## config.mk

```make
export PLATFORM = sky130hd
export DESIGN_NAME = apb_pwm_multi
export DESIGN_NICKNAME = d
export VERILOG_FILES = /design/src/rtl/pwm_pkg.sv /design/src/rtl/pwm_channel.sv /design/src/rtl/apb_pwm_multi.sv
export SDC_FILE = /design/constraint.sdc
export NUM_CORES = 1
export LEC_CHECK = 0
export BUFFER_PORTS_ARGS = -buffer_cell sky130_fd_sc_hd__buf_2
export CAP_MARGIN = 0
export CORE_MARGIN = 8
export CORE_UTILIZATION = 30
export CTS_BUF_LIST = sky130_fd_sc_hd__clkbuf_8
export CTS_CLUSTER_DIAMETER = 60
export DETAILED_ROUTE_END_ITERATION = 10
export PLACE_DENSITY = 0.42
export SLEW_MARGIN = 10
export SYNTH_ARGS = -nofsm -noshare
export SYNTH_HDL_FRONTEND = slang
export SYNTH_SLANG_ARGS = --single-unit
export TNS_END_PERCENT = 10
```

## constraint.sdc

```tcl
create_clock -name clk_i -period 3.9 [get_ports clk_i]
set_input_delay 0.78 -clock clk_i [delete_from_list [all_inputs] [get_ports clk_i]]
set_output_delay 0.78 -clock clk_i [all_outputs]
set_load 0.01 [all_outputs]
```

## src/rtl/pwm_pkg.sv

```systemverilog
// -----------------------------------------------------------------------------
// pwm_pkg
// Shared definitions for the multi-channel APB PWM block: channel FSM state
// type, register word offsets inside the global and per-channel windows, the
// layout of the per-channel register slots and the CFG bit positions.
// No ports; imported by apb_pwm_multi and pwm_channel.
// -----------------------------------------------------------------------------
package pwm_pkg;

  typedef enum logic {
    CH_IDLE = 1'b0,
    CH_RUN  = 1'b1
  } chState_e;

  // Channel register windows start at CH_BASE and repeat every CH_STRIDE bytes
  localparam int CH_BASE   = 'h10;
  localparam int CH_STRIDE = 'h10;

  // Word offsets (address bits [3:2]) inside the global window
  localparam logic [1:0] REG_ENABLE = 2'd0;
  localparam logic [1:0] REG_DONE   = 2'd1;
  localparam logic [1:0] REG_IRQ_EN = 2'd2;

  // Word offsets (address bits [3:2]) inside a channel window
  localparam logic [1:0] REG_PERIOD = 2'd0;
  localparam logic [1:0] REG_DUTY   = 2'd1;
  localparam logic [1:0] REG_PULSES = 2'd2;
  localparam logic [1:0] REG_CFG    = 2'd3;

  localparam int CFG_INVERT_BIT = 0;

endpackage

```

## src/rtl/pwm_channel.sv

```systemverilog
// -----------------------------------------------------------------------------
// pwm_channel
// One PWM channel: IDLE/RUN FSM, period counter, pulse counter, shadowed
// period/duty and the registered output.
// Ports:
//   clk_i, resetn_i   clock, synchronous active-low reset
//   start_i           ENABLE written with this channel's bit = 1
//   stop_i            ENABLE written with this channel's bit = 0
//   period_i, duty_i  live PERIOD/DUTY registers (sampled into shadows)
//   pulses_i          pulse count, 0 = continuous
//   invert_i          output polarity
//   pwm_o             registered PWM output
//   done_pulse_o      one-cycle strobe when a finite run completes
// -----------------------------------------------------------------------------
module pwm_channel
  import pwm_pkg::*;
#(
  parameter int CNT_W = 16
) (
  input  logic             clk_i,
  input  logic             resetn_i,
  input  logic             start_i,
  input  logic             stop_i,
  input  logic [CNT_W-1:0] period_i,
  input  logic [CNT_W-1:0] duty_i,
  input  logic [CNT_W-1:0] pulses_i,
  input  logic             invert_i,
  output logic             pwm_o,
  output logic             done_pulse_o
);

  chState_e         state_q, state_d;
  logic [CNT_W-1:0] cnt_q, cnt_d;
  logic [CNT_W-1:0] pulseCnt_q, pulseCnt_d;
  logic [CNT_W-1:0] perSh_q, perSh_d;
  logic [CNT_W-1:0] dutySh_q, dutySh_d;
  logic             pwm_q, pwm_d;
  logic             wrap;
  logic             lastWrap;
  logic             restart;

  // End of a period, and whether that period is the last one of a finite run.
  // The compare is one bit wider so pulseCnt_q + 1 can never wrap around.
  assign wrap     = (state_q == CH_RUN) && (cnt_q == perSh_q);
  assign lastWrap = wrap && (pulses_i != '0) &&
                    (({1'b0, pulseCnt_q} + (CNT_W+1)'(1)) >= {1'b0, pulses_i});
  // A 1 written to ENABLE starts from idle, and also wins over an auto-finish
  assign restart  = start_i && ((state_q == CH_IDLE) || lastWrap);

  // State register
  always_ff @(posedge clk_i) begin
    if (!resetn_i) begin
      state_q <= CH_IDLE;
    end else begin
      state_q <= state_d;
    end
  end

  // Next-state logic: a bus stop or a finished pulse train returns to idle,
  // a bus restart keeps the channel running
  always_comb begin
    state_d = state_q;
    case (state_q)
      CH_IDLE: begin
        if (start_i) state_d = CH_RUN;
      end
      CH_RUN: begin
        if (stop_i)        state_d = CH_IDLE;
        else if (restart)  state_d = CH_RUN;
        else if (lastWrap) state_d = CH_IDLE;
      end
      default: state_d = CH_IDLE;
    endcase
  end

  // Datapath next values: counters clear on start/stop, shadows reload at
  // start and at every wrap so mid-period writes only hit the next period
  always_comb begin
    cnt_d      = cnt_q;
    pulseCnt_d = pulseCnt_q;
    perSh_d    = perSh_q;
    dutySh_d   = dutySh_q;
    if (stop_i) begin
      cnt_d = '0;
    end else if (restart) begin
      cnt_d      = '0;
      pulseCnt_d = '0;
      perSh_d    = period_i;
      dutySh_d   = duty_i;
    end else if (state_q == CH_RUN) begin
      if (wrap) begin
        cnt_d    = '0;
        perSh_d  = period_i;
        dutySh_d = duty_i;
        if (pulses_i != '0) pulseCnt_d = pulseCnt_q + CNT_W'(1);
      end else begin
        cnt_d = cnt_q + CNT_W'(1);
      end
    end
  end

  // Outputs: PWM level from the current count, and the completion strobe,
  // which a simultaneous ENABLE write suppresses
  always_comb begin
    pwm_d        = ((state_q == CH_RUN) && (cnt_q < dutySh_q)) ^ invert_i;
    done_pulse_o = lastWrap && !start_i && !stop_i;
  end

  // Datapath and output registers
  always_ff @(posedge clk_i) begin
    if (!resetn_i) begin
      cnt_q      <= '0;
      pulseCnt_q <= '0;
      perSh_q    <= '0;
      dutySh_q   <= '0;
      pwm_q      <= 1'b0;
    end else begin
      cnt_q      <= cnt_d;
      pulseCnt_q <= pulseCnt_d;
      perSh_q    <= perSh_d;
      dutySh_q   <= dutySh_d;
      pwm_q      <= pwm_d;
    end
  end

  assign pwm_o = pwm_q;

endmodule

```

## src/rtl/apb_pwm_multi.sv

```systemverilog
// -----------------------------------------------------------------------------
// apb_pwm_multi
// Multi-channel APB PWM generator: APB register decode, ENABLE / DONE (w1c) /
// IRQ_EN registers, per-channel PERIOD/DUTY/PULSES/CFG, and NUM_CH channels.
// Ports:
//   clk_i, resetn_i        clock, synchronous active-low reset
//   psel_i, penable_i,
//   pwrite_i, paddr_i,
//   pwdata_i               APB request (zero wait states)
//   prdata_o, pready_o,
//   pslverr_o              APB response, combinational in the access phase
//   pwm_o                  registered PWM outputs, one per channel
//   irq_o                  level interrupt, |(DONE & IRQ_EN)
// -----------------------------------------------------------------------------
module apb_pwm_multi
  import pwm_pkg::*;
#(
  parameter int NUM_CH  = 4,
  parameter int CNT_W   = 16,
  parameter int PADDR_W = 8
) (
  input  logic               clk_i,
  input  logic               resetn_i,
  input  logic               psel_i,
  input  logic               penable_i,
  input  logic               pwrite_i,
  input  logic [PADDR_W-1:0] paddr_i,
  input  logic [31:0]        pwdata_i,
  output logic [31:0]        prdata_o,
  output logic               pready_o,
  output logic               pslverr_o,
  output logic [NUM_CH-1:0]  pwm_o,
  output logic               irq_o
);

  localparam int SLOT_LSB   = $clog2(CH_STRIDE);
  localparam int SLOT_W     = PADDR_W - SLOT_LSB;
  localparam int FIRST_SLOT = CH_BASE / CH_STRIDE;

  logic [NUM_CH-1:0] enable_q, done_q, irqEn_q, invert_q;
  logic [CNT_W-1:0]  period_q [NUM_CH];
  logic [CNT_W-1:0]  duty_q   [NUM_CH];
  logic [CNT_W-1:0]  pulses_q [NUM_CH];

  logic [SLOT_W-1:0] slot;
  logic [1:0]        regSel;
  logic              globalSel;
  logic [NUM_CH-1:0] chSel;
  logic              xfer, wrXfer, wrGlobal, wrEnable;
  logic              hit;
  logic [31:0]       rdVal;
  logic [NUM_CH-1:0] startCh, stopCh, donePulse;
  logic              unusedBits;

  assign slot      = paddr_i[PADDR_W-1:SLOT_LSB];
  assign regSel    = paddr_i[3:2];
  assign globalSel = (slot == '0) && (regSel != 2'd3);
  assign xfer      = psel_i && penable_i;
  assign wrXfer    = xfer && pwrite_i;
  assign wrGlobal  = wrXfer && globalSel;
  assign wrEnable  = wrGlobal && (regSel == REG_ENABLE);
  assign unusedBits = ^{paddr_i[1:0], pwdata_i};

  // Channel window select: slot FIRST_SLOT+ch maps to channel ch; slots
  // beyond the last channel select nothing and so become error responses
  always_comb begin
    chSel = '0;
    for (int ch = 0; ch < NUM_CH; ch++) begin
      chSel[ch] = (slot == SLOT_W'(FIRST_SLOT + ch));
    end
  end

  // Read mux and address hit; a miss drives the error response
  always_comb begin
    hit   = 1'b0;
    rdVal = '0;
    if (globalSel) begin
      hit = 1'b1;
      case (regSel)
        REG_ENABLE: rdVal = 32'(enable_q);
        REG_DONE:   rdVal = 32'(done_q);
        default:    rdVal = 32'(irqEn_q);
      endcase
    end
    for (int ch = 0; ch < NUM_CH; ch++) begin
      if (chSel[ch]) begin
        hit = 1'b1;
        case (regSel)
          REG_PERIOD: rdVal = 32'(period_q[ch]);
          REG_DUTY:   rdVal = 32'(duty_q[ch]);
          REG_PULSES: rdVal = 32'(pulses_q[ch]);
          default:    rdVal = 32'(invert_q[ch]);
        endcase
      end
    end
  end

  assign prdata_o  = (xfer && !pwrite_i && hit) ? rdVal : 32'd0;
  assign pslverr_o = xfer && !hit;
  assign pready_o  = 1'b1;

  // Every ENABLE write tells each channel to start (bit 1) or stop (bit 0)
  assign startCh = {NUM_CH{wrEnable}} & pwdata_i[NUM_CH-1:0];
  assign stopCh  = {NUM_CH{wrEnable}} & ~pwdata_i[NUM_CH-1:0];

  // Register file. A bus write to ENABLE overrides the auto-clear at the end
  // of a run; a newly completing run overrides a DONE clear in the same cycle.
  always_ff @(posedge clk_i) begin
    if (!resetn_i) begin
      enable_q <= '0;
      done_q   <= '0;
      irqEn_q  <= '0;
      invert_q <= '0;
      for (int ch = 0; ch < NUM_CH; ch++) begin
        period_q[ch] <= '0;
        duty_q[ch]   <= '0;
        pulses_q[ch] <= '0;
      end
    end else begin
      if (wrGlobal && (regSel == REG_IRQ_EN)) irqEn_q <= pwdata_i[NUM_CH-1:0];
      for (int ch = 0; ch < NUM_CH; ch++) begin
        if (wrEnable)           enable_q[ch] <= pwdata_i[ch];
        else if (donePulse[ch]) enable_q[ch] <= 1'b0;
        if (donePulse[ch])
          done_q[ch] <= 1'b1;
        else if (wrGlobal && (regSel == REG_DONE) && pwdata_i[ch])
          done_q[ch] <= 1'b0;
        if (wrXfer && chSel[ch]) begin
          case (regSel)
            REG_PERIOD: period_q[ch] <= pwdata_i[CNT_W-1:0];
            REG_DUTY:   duty_q[ch]   <= pwdata_i[CNT_W-1:0];
            REG_PULSES: pulses_q[ch] <= pwdata_i[CNT_W-1:0];
            default:    invert_q[ch] <= pwdata_i[CFG_INVERT_BIT];
          endcase
        end
      end
    end
  end

  assign irq_o = |(done_q & irqEn_q);

  // One channel engine per output
  for (genvar g = 0; g < NUM_CH; g++) begin : gCh
    pwm_channel #(
      .CNT_W(CNT_W)
    ) uChannel (
      .clk_i        (clk_i),
      .resetn_i     (resetn_i),
      .start_i      (startCh[g]),
      .stop_i       (stopCh[g]),
      .period_i     (period_q[g]),
      .duty_i       (duty_q[g]),
      .pulses_i     (pulses_q[g]),
      .invert_i     (invert_q[g]),
      .pwm_o        (pwm_o[g]),
      .done_pulse_o (donePulse[g])
    );
  end

endmodule

```

* Yosys cells after proc, flatten, opt, wreduce, memory -nomap -nowiden
Memories as Yosys holds them, arrays and structs flattened. Cells that the tools add are included.
Storage, ports and cells: bits in registers 280, RAM bits 192, logic and storage cells 353, memories 3
Cells by class: $add $sub $neg 12, $lt $le $gt $ge 8, equality and inequality tests 11, muxes and demuxes 148, bitwise logic cells 30, reduce and logical (&&, ||, !) cells 104
Memory list:
- duty_q | words 4, width 16, rd ports 4, clocked after Yosys merged registers in 0, wr ports 4, RTL line apb_pwm_multi.sv:42 | logic [CNT_W-1:0] duty_q [NUM_CH];
- period_q | words 4, width 16, rd ports 4, clocked after Yosys merged registers in 0, wr ports 4, RTL line apb_pwm_multi.sv:41 | logic [CNT_W-1:0] period_q [NUM_CH];
- pulses_q | words 4, width 16, rd ports 4, clocked after Yosys merged registers in 0, wr ports 4, RTL line apb_pwm_multi.sv:43 | logic [CNT_W-1:0] pulses_q [NUM_CH];
Operators by type and width (count):
- 16-bit two-way mux | 56
- 16-bit case mux with 3 select lines | 4
- 32-bit two-way mux | 5
- 16-bit by 1-bit adder with 16-bit output, second input constant | 8
- 1-bit two-way mux | 77
- 16-bit by 1-bit adder with 17-bit output, second input constant | 4
- 17-bit by 16-bit >= comparator with 1-bit output | 4
- 16-bit equality test | 4
- 16-bit < comparator | 4
- 16-bit nonzero test | 4
- 1-bit logical AND | 46
- 2-bit nonzero test | 20
- 4-bit AND reduction | 4
- 3-bit OR reduction | 5
- 4-bit bitwise AND | 3
- 1-bit bitwise OR | 12
- 3-bit AND reduction | 4
- 1-bit zero test | 10
- 1-bit inverter | 10
- 4-bit by 2-bit equality test with 1-bit output, second input constant | 2
- 1-bit case mux with 2 select lines | 4
- 4-bit case mux with 2 select lines | 1
- 2-bit AND reduction | 4
- 4-bit by 1-bit equality test with 1-bit output, second input constant | 1
- other kinds (11) | 17

* Longest topological paths before layout
Gate-level depths: netlist of the first run.
depth after elaboration 10, depth in mapped cells 16

* Hierarchy
From an unflattened synthesis of the first run, not the netlist that was laid out.
Second synthesis, totals: cells, all modules 2786, area total of the unflattened synthesis 26710.6 um2
Modules (own cells, without submodules):
- pwm_channel | times used 4, cells an instance 488, area an instance 4102.7 um2, sequential area each 1321.3 um2
- apb_pwm_multi | times used 1, cells an instance 834, area an instance 10299.9 um2, sequential area each 6085.8 um2

* Worst setup path before layout of the first run
OpenSTA, ideal clock, no wires.
path kind input-to-reg, start input port paddr_i[4], end memory duty_q[3][0], enable pin, library setup time 0.411 ns, data arrival time 3.156 ns, required time 3.489 ns, path slack 0.333 ns, stages on the path 7, buffers on the path 3, cell sequence clkbuf_1 > or2_1 > buf_2 > nor3b_2 > nand4_1 > clkbuf_1 > o21ai_0
RTL lines:
- from (decl) | RTL line apb_pwm_multi.sv:27 | input logic [PADDR_W-1:0] paddr_i,
- to (decl) | RTL line apb_pwm_multi.sv:42

* Final worst setup path of the first run
start input port paddr_i[2], end output port prdata_o[12]
On the way: word-level cells in the longest chain between the ends 9, elaborated cells between the ends (all ways) 20, those cells by class 3 x eq/ne; 14 x mux; 3 x reduce/logical
RTL lines:
- 2-bit inequality test | RTL line apb_pwm_multi.sv:57 | assign globalSel = (slot == '0) && (regSel != 2'd3);
- 1-bit logical AND | RTL line apb_pwm_multi.sv:57
- 1-bit two-way mux | RTL line apb_pwm_multi.sv:77 | if (globalSel) begin
- 1-bit two-way mux (4 in a row) | RTL line apb_pwm_multi.sv:86 | if (chSel[ch]) begin
- 1-bit logical AND | RTL line apb_pwm_multi.sv:98 | assign prdata_o = (xfer && !pwrite_i && hit) ? rdVal : 32'd0;
- 32-bit two-way mux * | RTL line apb_pwm_multi.sv:98
- to (decl) | RTL line apb_pwm_multi.sv:29 | output logic [31:0] prdata_o,
Every way passes the cells marked *; elsewhere a longest branch is shown, timed or not.

==> flow_metrics.py, run 1 <==
metrics = {
    "outcome": {
        "status": "finished, final reports clean",
    },
    "yosys": {
        "synth_area_mm2": 0.02505,
        "avgSynthCellArea_um2": 9.542,
        "yosysTopAreaCell": "edfxtp_1",
        "synth_top_flop_cell": "dfxtp_1",
        "yosysSeqAreaShare": 0.4540,
        "ys_ff_latch": 472,
        "synth_edf_count": 192,
        "synth_warnings": 0,
        "synth_top_cell_area_share": 0.2302,
        "synth-async-reset-ratio": 0,
        "ys_top_cells_by_area": "edfxtp_1 23%, dfxtp_1 22%, ha_1 6.6%",
        "synth_cell_type_count": 72,
        "netlist_instances": 2625,
    },
    "placement": {
        "dpl_cell_area_mm2": 0.02673,
        "dp_hpwl_mm": 59.44,
        "globalplace.congestion": 0.8521,
        "portBuffers": 48,
        "placed_cells": 3696,
        "post-place-ws_ps": 78.02,
    },
    "critical_path": {
        "crit_path_start_kind": "primary input",
        "end_kind": "output pin",
        "crit_path_cell_trace": "buf_4, nand2b_2, buf_12, o22ai_1, o211ai_1, o21ai_0, a22oi_1, nor2_1, buf_2",
        "crit_type": "primary input to output pin",
        "cpMaxStageDelayCell": "o211ai_1",
        "slowest_delay_ps": 310,
        "arrival_ps": 2970,
        "required_ps": 3120,
        "cp_max_fo": 48,
    },
    "die": {
        "initial_core_util": 0.3012,
        "die_h_um": 305.0,
        "core-area_mm2": 0.08316,
        "rows": 106,
        "die_area_mm2": 0.09299,
        "pin_count": 84,
        "die_x_um": 305.0,
    },
    "hold_path": {
        "hp-class": "primary input to register",
    },
    "detailed_routing": {
        "viasPerCell": 5.058,
        "vias": 19570,
        "wl_mm": 82.79,
        "ant_nets": 0,
        "first_iter_violations": 1533,
        "drc": 0,
        "dr.pass1.iters": 5,
        "wl_per_cell_um": 21.40,
    },
    "layout": {
        "filler_cell_count": 8531,
        "syn_to_final_growth_pct": 13.85,
        "drive_above_1_share": 0.1083,
        "final_cell_area_mm2": 0.02852,
        "seqCellArea_mm2": 0.01137,
        "fin_util": 0.3429,
        "multi_input_area_mm2": 0.01248,
        "mostFrequentLayoutCells": "280 x dfxtp_1, 243 x nand2_1, 218 x nor2_1",
        "finalNonFillerCells": 3869,
        "fin_nets": 2886,
        "final_common_cell": "dfxtp_1",
    },
    "clock_tree": {
        "clk_latency_ps": 700,
        "cts-htree-levels": 3,
        "holdBufCountCts": 0,
        "cts-buffers-inserted": 91,
        "cts-root-buf": "clkbuf_8",
        "cts_tree": "built",
        "clockBufferDepth": 3,
        "cts_sinks": 472,
        "post_cts_buffers": 0,
        "clkTransAtPathRegs_ps": 60,
    },
    "pwr": {
        "ir_worst_vdd_uv": 265.5,
        "power-per-cell-area_mw_per_mm2": 377.0,
        "combPwrFrac": 0.059,
        "clkPwrFrac": 0.446,
        "p_sw_mw": 2.812,
        "p_int_mw": 7.940,
        "p_leak_nw": 10.94,
        "seqPwrFrac": 0.495,
        "power_mw": 10.75,
        "p_sw_frac": 0.2615,
    },
    "timing": {
        "finalHoldWorstSlack_ps": 419.3,
        "setup_ws_ps": 153.1,
        "report.final.slew_viol_count": 0,
        "slew_headroom": 0.2415,
        "post-route-min-period_ps": 3747,
        "hold_viol_final": 0,
        "fin_tns_setup_ps": 0,
        "setup_viol": 0,
        "clock_skew_ps": 37.64,
        "worstMarginPinSlew_ps": 1138,
        "timing.final.crit_share": 0.9608,
        "grt_setup_unrepaired": "no",
        "fmaxAchievable_mhz": 266.9,
    },
    "global_routing": {
        "grt_max_degree": 119,
        "grt_pass1_wl_mm": 123.5,
        "first_global_vias": 19310,
        "gr-total-overflow": 0,
        "grt_usage": 0.1733,
        "grt_antenna_before_repair": 6,
    },
    "flow_run": {
        "drv_cap": 0,
    },
}
-- layer usage --
layer | up-vias | global-route usage | share of wire
met5 | - | 0 | 0
met2 | 527 | 0.2710 | 0.44
met1 | 9443 | 0.2402 | 0.47
met3 | 150 | 0.03182 | 0.056
met4 | 0 | 0.05682 | 0.032
li1 | 9448 | - | -
-- power groups by stage --
| stage | logic, mW | registers, mW | clock network (mW) |
|---|---|---|---|
| after CTS | 0.629 | 5.32 | 4.95 |
| after global routing | 0.672 | 5.33 | 5.15 |
| final | 0.635 | 5.32 | 4.79 |
| after global placement | 0.623 | 5.43 | 0 |
| after floorplan | 0.342 | 5.38 | 0 |
| after detailed placement | 0.626 | 5.43 | 0 |
-- critical path: cells and delay by family --
kind            cells  cell delay (ps)
compound gates      4             1050
simple gates        2              380
buf+inv             3              700
-- cell families after synthesis --
| group | after synthesis | synth area share |
|---|---|---|
| AND/OR/NAND/NOR | 966 | 0.1935 |
| other | 2 | 0.0002998 |
| multiplexers | 147 | 0.06284 |
| XOR/XNOR | 172 | 0.06014 |
| buffers and inverters | 305 | 0.05130 |
| AO/OA/AOI/OAI | 429 | 0.1120 |
| adder cells (fa/ha/maj) | 132 | 0.06594 |
| flip-flops | 472 | 0.4540 |
-- timing repair --
| item | in CTS | in global routing |
|---|---|---|
| gates resized for setup | 0 | 6 |
| setup endpoints to repair | 0 | 57 |
| endpoints found under the hold margin | 0 | 0 |
-- path summary, 6_finish.rpt --
check                           cells past startpoint                                         end                                       start  slack (ps)
worst max register to register                     15  gCh[1].uChannel.pulseCnt_q[0]$_SDFFE_PN0P_  gCh[1].uChannel.pulseCnt_q[1]$_SDFFE_PN0P_         290
worst min-delay path                                3                    enable_q[1]$_SDFFE_PN0P_                                 pwdata_i[1]         420
worst min register to register                      2    gCh[3].uChannel.dutySh_q[0]$_SDFFE_PN0P_    gCh[3].uChannel.dutySh_q[0]$_SDFFE_PN0P_         460
worst max-delay path                                9                                prdata_o[12]                                  paddr_i[2]         150
-- cell usage after synthesis, types with 7 or more instances --
library cell	count
a211oi_1	8
a21o_1	25
a21oi_1	140
a221oi_1	8
a22o_1	17
a22oi_1	20
a31oi_1	18
a32o_1	20
and2_1	185
and3_1	27
and4_1	8
buf_1	7
buf_2	22
buf_4	24
clkbuf_1	108
dfxtp_1	280
edfxtp_1	192
ha_1	132
inv_1	140
mux2i_1	137
mux4_2	8
nand2_1	243
nand2b_1	25
nand3_1	73
nand4_1	65
nor2_1	218
nor2b_1	16
nor3_1	33
nor4_1	37
o211ai_1	22
o21a_1	8
o21ai_0	58
o221ai_1	13
o22ai_1	36
or2_2	8
xnor2_1	108
xor2_1	64
-- flip-flops by register name, indices dropped and copies added, names as in the netlist, 64 cells and up --
name                     flops
duty_q                      64
gCh.uChannel.cnt_q          64
gCh.uChannel.dutySh_q       64
gCh.uChannel.perSh_q        64
gCh.uChannel.pulseCnt_q     64
period_q                    64
pulses_q                    64
-- area by class of cell --
cell class	instances	share of cell area
multi-input combinational	1863	0.4377
sequential	472	0.3987
clock buffer	102	0.04923
tap	1080	0.04739
timing repair buffer	140	0.03580
inverter	141	0.01865
clock inverter	70	0.01237
antenna	1	0.00008775
Note: power is estimated with default switching activity, not from simulation.
==> run 2, diff against run 1 <==
--- a/config.mk
+++ b/config.mk
@@ -5,9 +5,10 @@
 export SDC_FILE = /design/constraint.sdc
 export NUM_CORES = 1
 export LEC_CHECK = 0
+export ABC_AREA = 1
 export BUFFER_PORTS_ARGS = -buffer_cell sky130_fd_sc_hd__buf_2
 export CAP_MARGIN = 0
-export CORE_MARGIN = 8
+export CORE_MARGIN = 1
 export CORE_UTILIZATION = 30
 export CTS_BUF_LIST = sky130_fd_sc_hd__clkbuf_8
 export CTS_CLUSTER_DIAMETER = 60
==> run 2 against run 1 <==
  * Sequential power is essentially flat
  * Clock skew shrank 0.72 ps
  * Worst hold slack gained 40 ps
  * Die area shrank 6.6%
  * Non-clock buffer count shrank 5
  * Cell count grew 20%
  * Clock-buffer cell count grew 13
  * Setup slack lost 22 ps
  * Fmax shrank 0.58%
  * Sequential share of layout area shrank 1.0 points
  * Global-route usage grew 2.7 points
  * Area after synthesis grew 2.6%
  * Critical endpoint unchanged
  * Largest power group unchanged
==> flow_metrics.py, run 2 <==
metrics = {
    "outcome": {
        "status": "finished, final reports clean",
    },
    "yosys": {
        "synth-async-reset-ratio": 0,
        "avgSynthCellArea_um2": 7.679,
        "yosysSeqAreaShare": 0.4423,
        "synth_top_flop_cell": "dfxtp_1",
        "synth_top_cell_area_share": 0.2243,
        "yosysTopAreaCell": "edfxtp_1",
        "ys_ff_latch": 472,
        "synth_area_mm2": 0.02571,
        "synth_most_common_cell": "nand2_1",
        "synth_warnings": 0,
        "ys_top_cells_by_area": "edfxtp_1 22%, dfxtp_1 22%, nand2_1 8.6%",
        "synth_cell_type_count": 49,
        "synth_edf_count": 192,
        "synthTopCellsByCount": "589 x nand2_1, 456 x nor2_1, 415 x inv_1",
        "netlist_instances": 3348,
    },
    "detailed_routing": {
        "wl_per_cell_um": 18.67,
        "first_iter_violations": 1404,
        "wl_mm": 86.59,
        "viasPerCell": 4.759,
        "ant_nets": 0,
        "dr.pass1.iters": 5,
        "vias": 22070,
        "drc": 0,
    },
    "die": {
        "initial_core_util": 0.3053,
        "pin_count": 84,
        "die_x_um": 294.7,
        "rows": 106,
        "die_h_um": 294.7,
        "die_area_mm2": 0.08687,
        "core-area_mm2": 0.08422,
    },
    "clock_tree": {
        "holdBufCountCts": 0,
        "post_cts_buffers": 0,
        "cts_tree": "built",
        "clk_latency_ps": 710,
        "cts_sinks": 472,
        "clockBufferDepth": 3,
        "cts_resized": 0,
        "cts-htree-levels": 3,
        "cts-root-buf": "clkbuf_8",
        "clkTransAtPathRegs_ps": 50,
        "cts-buffers-inserted": 95,
    },
    "timing": {
        "timing.final.crit_share": 0.9663,
        "slew_headroom": 0.3369,
        "clock_skew_ps": 36.92,
        "report.final.slew_viol_count": 0,
        "hold_viol_final": 0,
        "post-route-min-period_ps": 3769,
        "worstMarginPinSlew_ps": 993.6,
        "fmaxAchievable_mhz": 265.3,
        "grt_setup_unrepaired": "no",
        "fin_tns_setup_ps": 0,
        "setup_viol": 0,
    },
    "pwr": {
        "p_leak_nw": 11.96,
        "ir_worst_vdd_uv": 201.5,
        "power_mw": 10.98,
        "power-per-cell-area_mw_per_mm2": 374.8,
    },
    "global_routing": {
        "gr-total-overflow": 0,
        "grt_use_met2": 0.3207,
        "grt.busiest_layer": "met2",
        "first_global_vias": 21470,
        "grt_antenna_before_repair": 1,
        "grt_pass1_wl_mm": 131.4,
        "grt_usage": 0.1999,
        "grtUsageMet3": 0.02866,
        "use_met1": 0.2774,
        "grt_max_degree": 75,
    },
    "hold_path": {
        "hp-class": "register to register",
    },
    "placement": {
        "portBuffers": 48,
        "globalplace.congestion": 0.8856,
        "dp_hpwl_mm": 63.56,
    },
    "layout": {
        "syn_to_final_growth_pct": 13.90,
        "final_common_cell": "nand2_1",
        "filler_cell_count": 9183,
        "mostFrequentLayoutCells": "588 x nand2_1, 453 x nor2_1, 450 x inv_1",
        "drive_above_1_share": 0.09106,
        "fin_nets": 3604,
    },
    "critical_path": {
        "crit_type": "primary input to output pin",
        "slowest_delay_ps": 420,
        "end_kind": "output pin",
        "cp_max_fo": 28,
        "crit_path_cell_trace": "buf_2, inv_1, nor2_2, clkinv_1, buf_4, o2111ai_1, o21ai_0, a21oi_1, buf_2",
        "worst-path-buf-inv": 5,
        "crit_path_start_kind": "primary input",
        "required_ps": 3120,
        "cpMaxStageDelayCell": "a21oi_1",
        "arrival_ps": 2990,
        "cp_top_family": "buffers and inverters",
        "crit_path_frequent_cell": "buf_2",
    },
    "flow_run": {
        "drv_cap": 0,
    },
}
## run 2: changes by cell type in the layout (fill, tap and decap cells not counted), moves of 26 or more
cell	change
o21ai_0	+173
nand2_1	+345
a21oi_1	+151
o22ai_1	-31
inv_1	+266
xnor2_1	-82
and2_1	-185
and3_1	-26
nor2_1	+235
nand3_1	+148
nor3_1	+33
nand4_1	-28
mux2i_1	-137
## run 2: per-stage QoR
step | instance area (um^2) | hold WS (ps) | setup slack [ps] | utilization | instances
2_1_floorplan | 25760 | 424.6 | 564.8 | - | 3363
6_report | 29280 | 459.5 | 131.3 | 0.3477 | 4638
5_1_grt | 29280 | 479.9 | 33.44 | 0.3477 | 4638
4_1_cts | 29280 | 449.9 | 146.3 | 0.3476 | 4637
3_3_place_gp | 27400 | 439.5 | 143.6 | 0.3253 | 4464
3_5_place_dp | 27400 | 451.6 | 146.7 | 0.3253 | 4464
## run 2: worst reg2reg max path, stage by stage (launching register included)
cell	delay, ps
dfxtp_1	410
ha_1	210
nand3_1	150
inv_1	110
nand3_1	140
nor3_1	210
xor2_1	260
ha_1	290
a21oi_1	140
nor2_1	50
nor2_1	90
nand3_1	90
nor2_1	90
nand2_1	140
nand3_2	120
buf_4	220
nand3_1	90
buf_4	250
a21oi_1	170
nor2_1	70
## run 2: layout make-up
type | count | area (um^2) | area share
diodes | 1 | 2.502 | 0.00008546
clock buffers | 115 | 1583 | 0.05406
clock inverters | 58 | 296.5 | 0.01013
inverters | 426 | 1599 | 0.05461
multi-input cells | 2297 | 12010 | 0.4102
flip-flops and latches | 472 | 11370 | 0.3883
well taps | 1134 | 1419 | 0.04846
repair buffers | 135 | 999.7 | 0.03414
## run 2: path summary, 6_finish.rpt
| check | depth (start not counted) | slack (ps) | startpoint | end |
|---|---|---|---|---|
| worst max-delay path | 9 | 130 | paddr_i[3] | prdata_o[12] |
| worst min-delay path | 2 | 460 | gCh[3].uChannel.dutySh_q[1]$_SDFFE_PN0P_ | gCh[3].uChannel.dutySh_q[1]$_SDFFE_PN0P_ |
| worst max register to register | 19 | 480 | gCh[2].uChannel.pulseCnt_q[0]$_SDFFE_PN0P_ | gCh[2].uChannel.pulseCnt_q[14]$_SDFFE_PN0P_ |
| worst min register to register | 2 | 460 | gCh[3].uChannel.dutySh_q[1]$_SDFFE_PN0P_ | gCh[3].uChannel.dutySh_q[1]$_SDFFE_PN0P_ |
## run 2: kinds of logic (layout without fill, tap and decap cells)
| logic type | Yosys count | count (layout) | share of synthesized area |
|---|---|---|---|
| other cells | 2 | 18 | 0.0002921 |
| fa+ha+maj | 132 | 132 | 0.06424 |
| simple gates | 1435 | 1435 | 0.2370 |
| flops | 472 | 472 | 0.4423 |
| buf+inv | 594 | 734 | 0.09369 |
| xor+xnor | 86 | 86 | 0.02930 |
| compound gates | 627 | 627 | 0.1332 |
## run 2: metal layers
| metal | vias to the layer above | wire (um) |
|---|---|---|
| met5 | - | 0 |
| met4 | 0 | 1717 |
| met3 | 90 | 4210 |
| met2 | 481 | 38880 |
| met1 | 10240 | 41770 |
| li1 | 11260 | - |
## run 2: report_power, final
part	internal (mW)	switching, mW
logic	0.140	0.439
clock network	2.73	2.33
registers	5.24	0.0970
total	8.11	2.86
==> run 3, diff against run 2 <==
==> constraint.sdc (replaced) <==
create_clock -name clk_i -period 3.9 [get_ports clk_i]
set_input_delay 0.78 -clock clk_i [delete_from_list [all_inputs] [get_ports clk_i]]
set_output_delay 0.78 -clock clk_i [all_outputs]
set_load 0.05 [all_outputs]
==> run 3 against run 2 <==
  * Routed wire length grew 0.58%
  * Clock skew shrank 13 ps
  * Register-to-register slack lost 80 ps
  * Combinational power grew 8.1%
  * Critical path type unchanged
  * Critical endpoint unchanged
  * Clock power grew 0.8%
  * Cell count grew 0.24%
  * Largest cell class unchanged
  * Worst hold slack gained 2.0 ps
==> flow_metrics.py, run 3 (synthesized netlist as in run 2, its figures left out) <==
metrics = {
    "detailed_routing": {
        "dr.pass1.iters": 5,
        "ant_nets": 0,
        "vias": 22140,
        "first_iter_violations": 1519,
        "top_layer": "met5",
        "viasPerCell": 4.763,
        "drc": 0,
        "wl_mm": 87.09,
        "wl_met1_mm": 42.48,
        "dr_wl_met3_mm": 3.907,
        "wl_per_cell_um": 18.73,
        "routed-wl-met2_mm": 39.06,
    },
    "global_routing": {
        "grt_usage": 0.2013,
        "grt_pass1_wl_mm": 132.2,
        "grt_antenna_before_repair": 2,
        "grt_max_degree": 62,
        "gr-total-overflow": 0,
        "first_global_vias": 21720,
    },
    "layout": {
        "drive_above_1_share": 0.09220,
        "multi_input_area_mm2": 0.01201,
        "filler_cell_count": 8997,
        "final_cell_area_mm2": 0.02958,
        "fin_nets": 3612,
        "seqCellArea_mm2": 0.01137,
        "final_common_cell": "nand2_1",
        "finalNonFillerCells": 4649,
        "syn_to_final_growth_pct": 15.07,
        "mostFrequentLayoutCells": "589 x nand2_1, 453 x nor2_1, 445 x inv_1",
    },
    "die": {
        "die_x_um": 294.7,
        "die_h_um": 294.7,
        "core-area_mm2": 0.08422,
        "pin_count": 84,
        "initial_core_util": 0.3053,
        "die_area_mm2": 0.08687,
        "rows": 106,
    },
    "critical_path": {
        "slowest_delay_ps": 350,
        "crit_type": "primary input to output pin",
        "cp_max_fo": 9,
        "crit_start": "paddr_i[6]",
        "worst-path-buf-inv": 7,
        "rr_startpoint": "gCh[3].uChannel.pulseCnt_q[0]$_SDFFE_PN0P_",
        "r2r-end": "gCh[3].uChannel.pulseCnt_q[6]$_SDFFE_PN0P_",
        "cp_top_family": "buffers and inverters",
        "cpMaxStageDelayCell": "a21oi_1",
        "arrival_ps": 3010,
        "crit_path_cell_trace": "buf_2, inv_1, nand2_1, nor2_1, inv_1, nor2_2, inv_1, buf_4, o21ai_0, o21ai_0, a21oi_1, buf_4, buf_12",
        "reg2reg_setup_slack_ps": 400,
        "reg2reg_depth": 19,
        "end_kind": "output pin",
        "endpoint": "prdata_o[12]",
        "crit_path_start_kind": "primary input",
        "cp.depth": 13,
        "crit_path_frequent_cell": "inv_1",
        "required_ps": 3120,
    },
    "placement": {
        "globalplace.congestion": 0.8634,
        "dpl_cell_area_mm2": 0.02772,
        "post-place-ws_ps": 116.1,
        "dp_hpwl_mm": 62.86,
        "portBuffers": 48,
        "placed_cells": 4474,
    },
    "timing": {
        "post-route-min-period_ps": 3793,
        "hold_viol_final": 0,
        "slew_headroom": 0.3099,
        "report.final.slew_viol_count": 0,
        "finalHoldWorstSlack_ps": 461.5,
        "setup_viol": 0,
        "worstMarginPinSlew_ps": 1034,
        "setup_ws_ps": 107.1,
        "fin_tns_setup_ps": 0,
        "fmaxAchievable_mhz": 263.7,
        "clock_skew_ps": 23.53,
        "grt_setup_unrepaired": "no",
        "timing.final.crit_share": 0.9725,
    },
    "clock_tree": {
        "clk_latency_ps": 720,
        "clkTransAtPathRegs_ps": 60,
        "cts-htree-levels": 3,
        "cts-buffers-inserted": 93,
        "cts-root-buf": "clkbuf_8",
        "cts_tree": "built",
        "clockBufferDepth": 3,
        "cts_sinks": 472,
    },
    "pwr": {
        "ir_worst_vdd_uv": 306.2,
        "p_leak_nw": 12.03,
        "combPwrFrac": 0.057,
        "clkPwrFrac": 0.461,
        "p_sw_mw": 2.987,
        "p_int_mw": 8.079,
        "power-per-cell-area_mw_per_mm2": 374.1,
        "seqPwrFrac": 0.482,
        "p_sw_frac": 0.2699,
    },
    "hold_path": {
        "hp-class": "register to register",
    },
    "flow_run": {
        "drv_cap": 0,
    },
    "outcome": {
        "status": "finished, final reports clean",
    },
}
[run 3: power by group through the flow]
stage	logic (mW)	registers (mW)	clock network [mW]
after floorplan	0.360	5.38	0
after global placement	0.625	5.44	0
after detailed placement	0.624	5.44	0
after CTS	0.626	5.34	5.26
after global routing	0.679	5.34	5.49
final	0.626	5.34	5.10
[run 3: cell type report]
cell class	instances	share of cell area
antenna	1	0.00008459
timing repair buffer	145	0.04462
clock buffer	105	0.04885
clock inverter	69	0.01396
inverter	426	0.05405
tap	1134	0.04796
sequential	472	0.3844
multi-input combinational	2297	0.4061
[run 3: worst min-delay path by stage]
stage                                               from                                          end  slack [ps]  depth (start not counted)
2_1_floorplan   gCh[0].uChannel.dutySh_q[0]$_SDFFE_PN0P_     gCh[0].uChannel.dutySh_q[0]$_SDFFE_PN0P_         420                          2
3_3_place_gp   gCh[3].uChannel.dutySh_q[12]$_SDFFE_PN0P_    gCh[3].uChannel.dutySh_q[12]$_SDFFE_PN0P_         450                          2
3_5_place_dp   gCh[3].uChannel.dutySh_q[12]$_SDFFE_PN0P_    gCh[3].uChannel.dutySh_q[12]$_SDFFE_PN0P_         450                          2
4_1_cts                                         resetn_i  gCh[3].uChannel.pulseCnt_q[15]$_SDFFE_PN0P_         440                          3
5_1_grt                                         resetn_i  gCh[3].uChannel.pulseCnt_q[15]$_SDFFE_PN0P_         470                          3
6_report       gCh[3].uChannel.dutySh_q[12]$_SDFFE_PN0P_    gCh[3].uChannel.dutySh_q[12]$_SDFFE_PN0P_         460                          2
[run 3: per-stage QoR]
stage	power [mW]	util
6_report	11.07	0.3513
5_1_grt	11.51	0.3513
4_1_cts	11.23	0.3512
3_5_place_dp	6.066	0.3292
3_3_place_gp	6.067	0.3292
2_1_floorplan	5.743	-
[run 3: tightest hold or removal path, stage by stage (launching register included)]
cell,delay (ps)
dfxtp_1,300
inv_1,60
a21oi_1,60
[run 3: repair_timing]
action,CTS,global route
endpoints found under the setup margin,0,2
endpoints found under the hold margin,0,0
hold buffers,0,0
resized for setup,0,2
buffers inserted,0,0
[run 3: per-layer routing]
metal	GRT usage	vias up
met5	0	-
met4	0.05335	2
met3	0.02933	110
met2	0.3199	454
met1	0.2828	10300
li1	-	11270
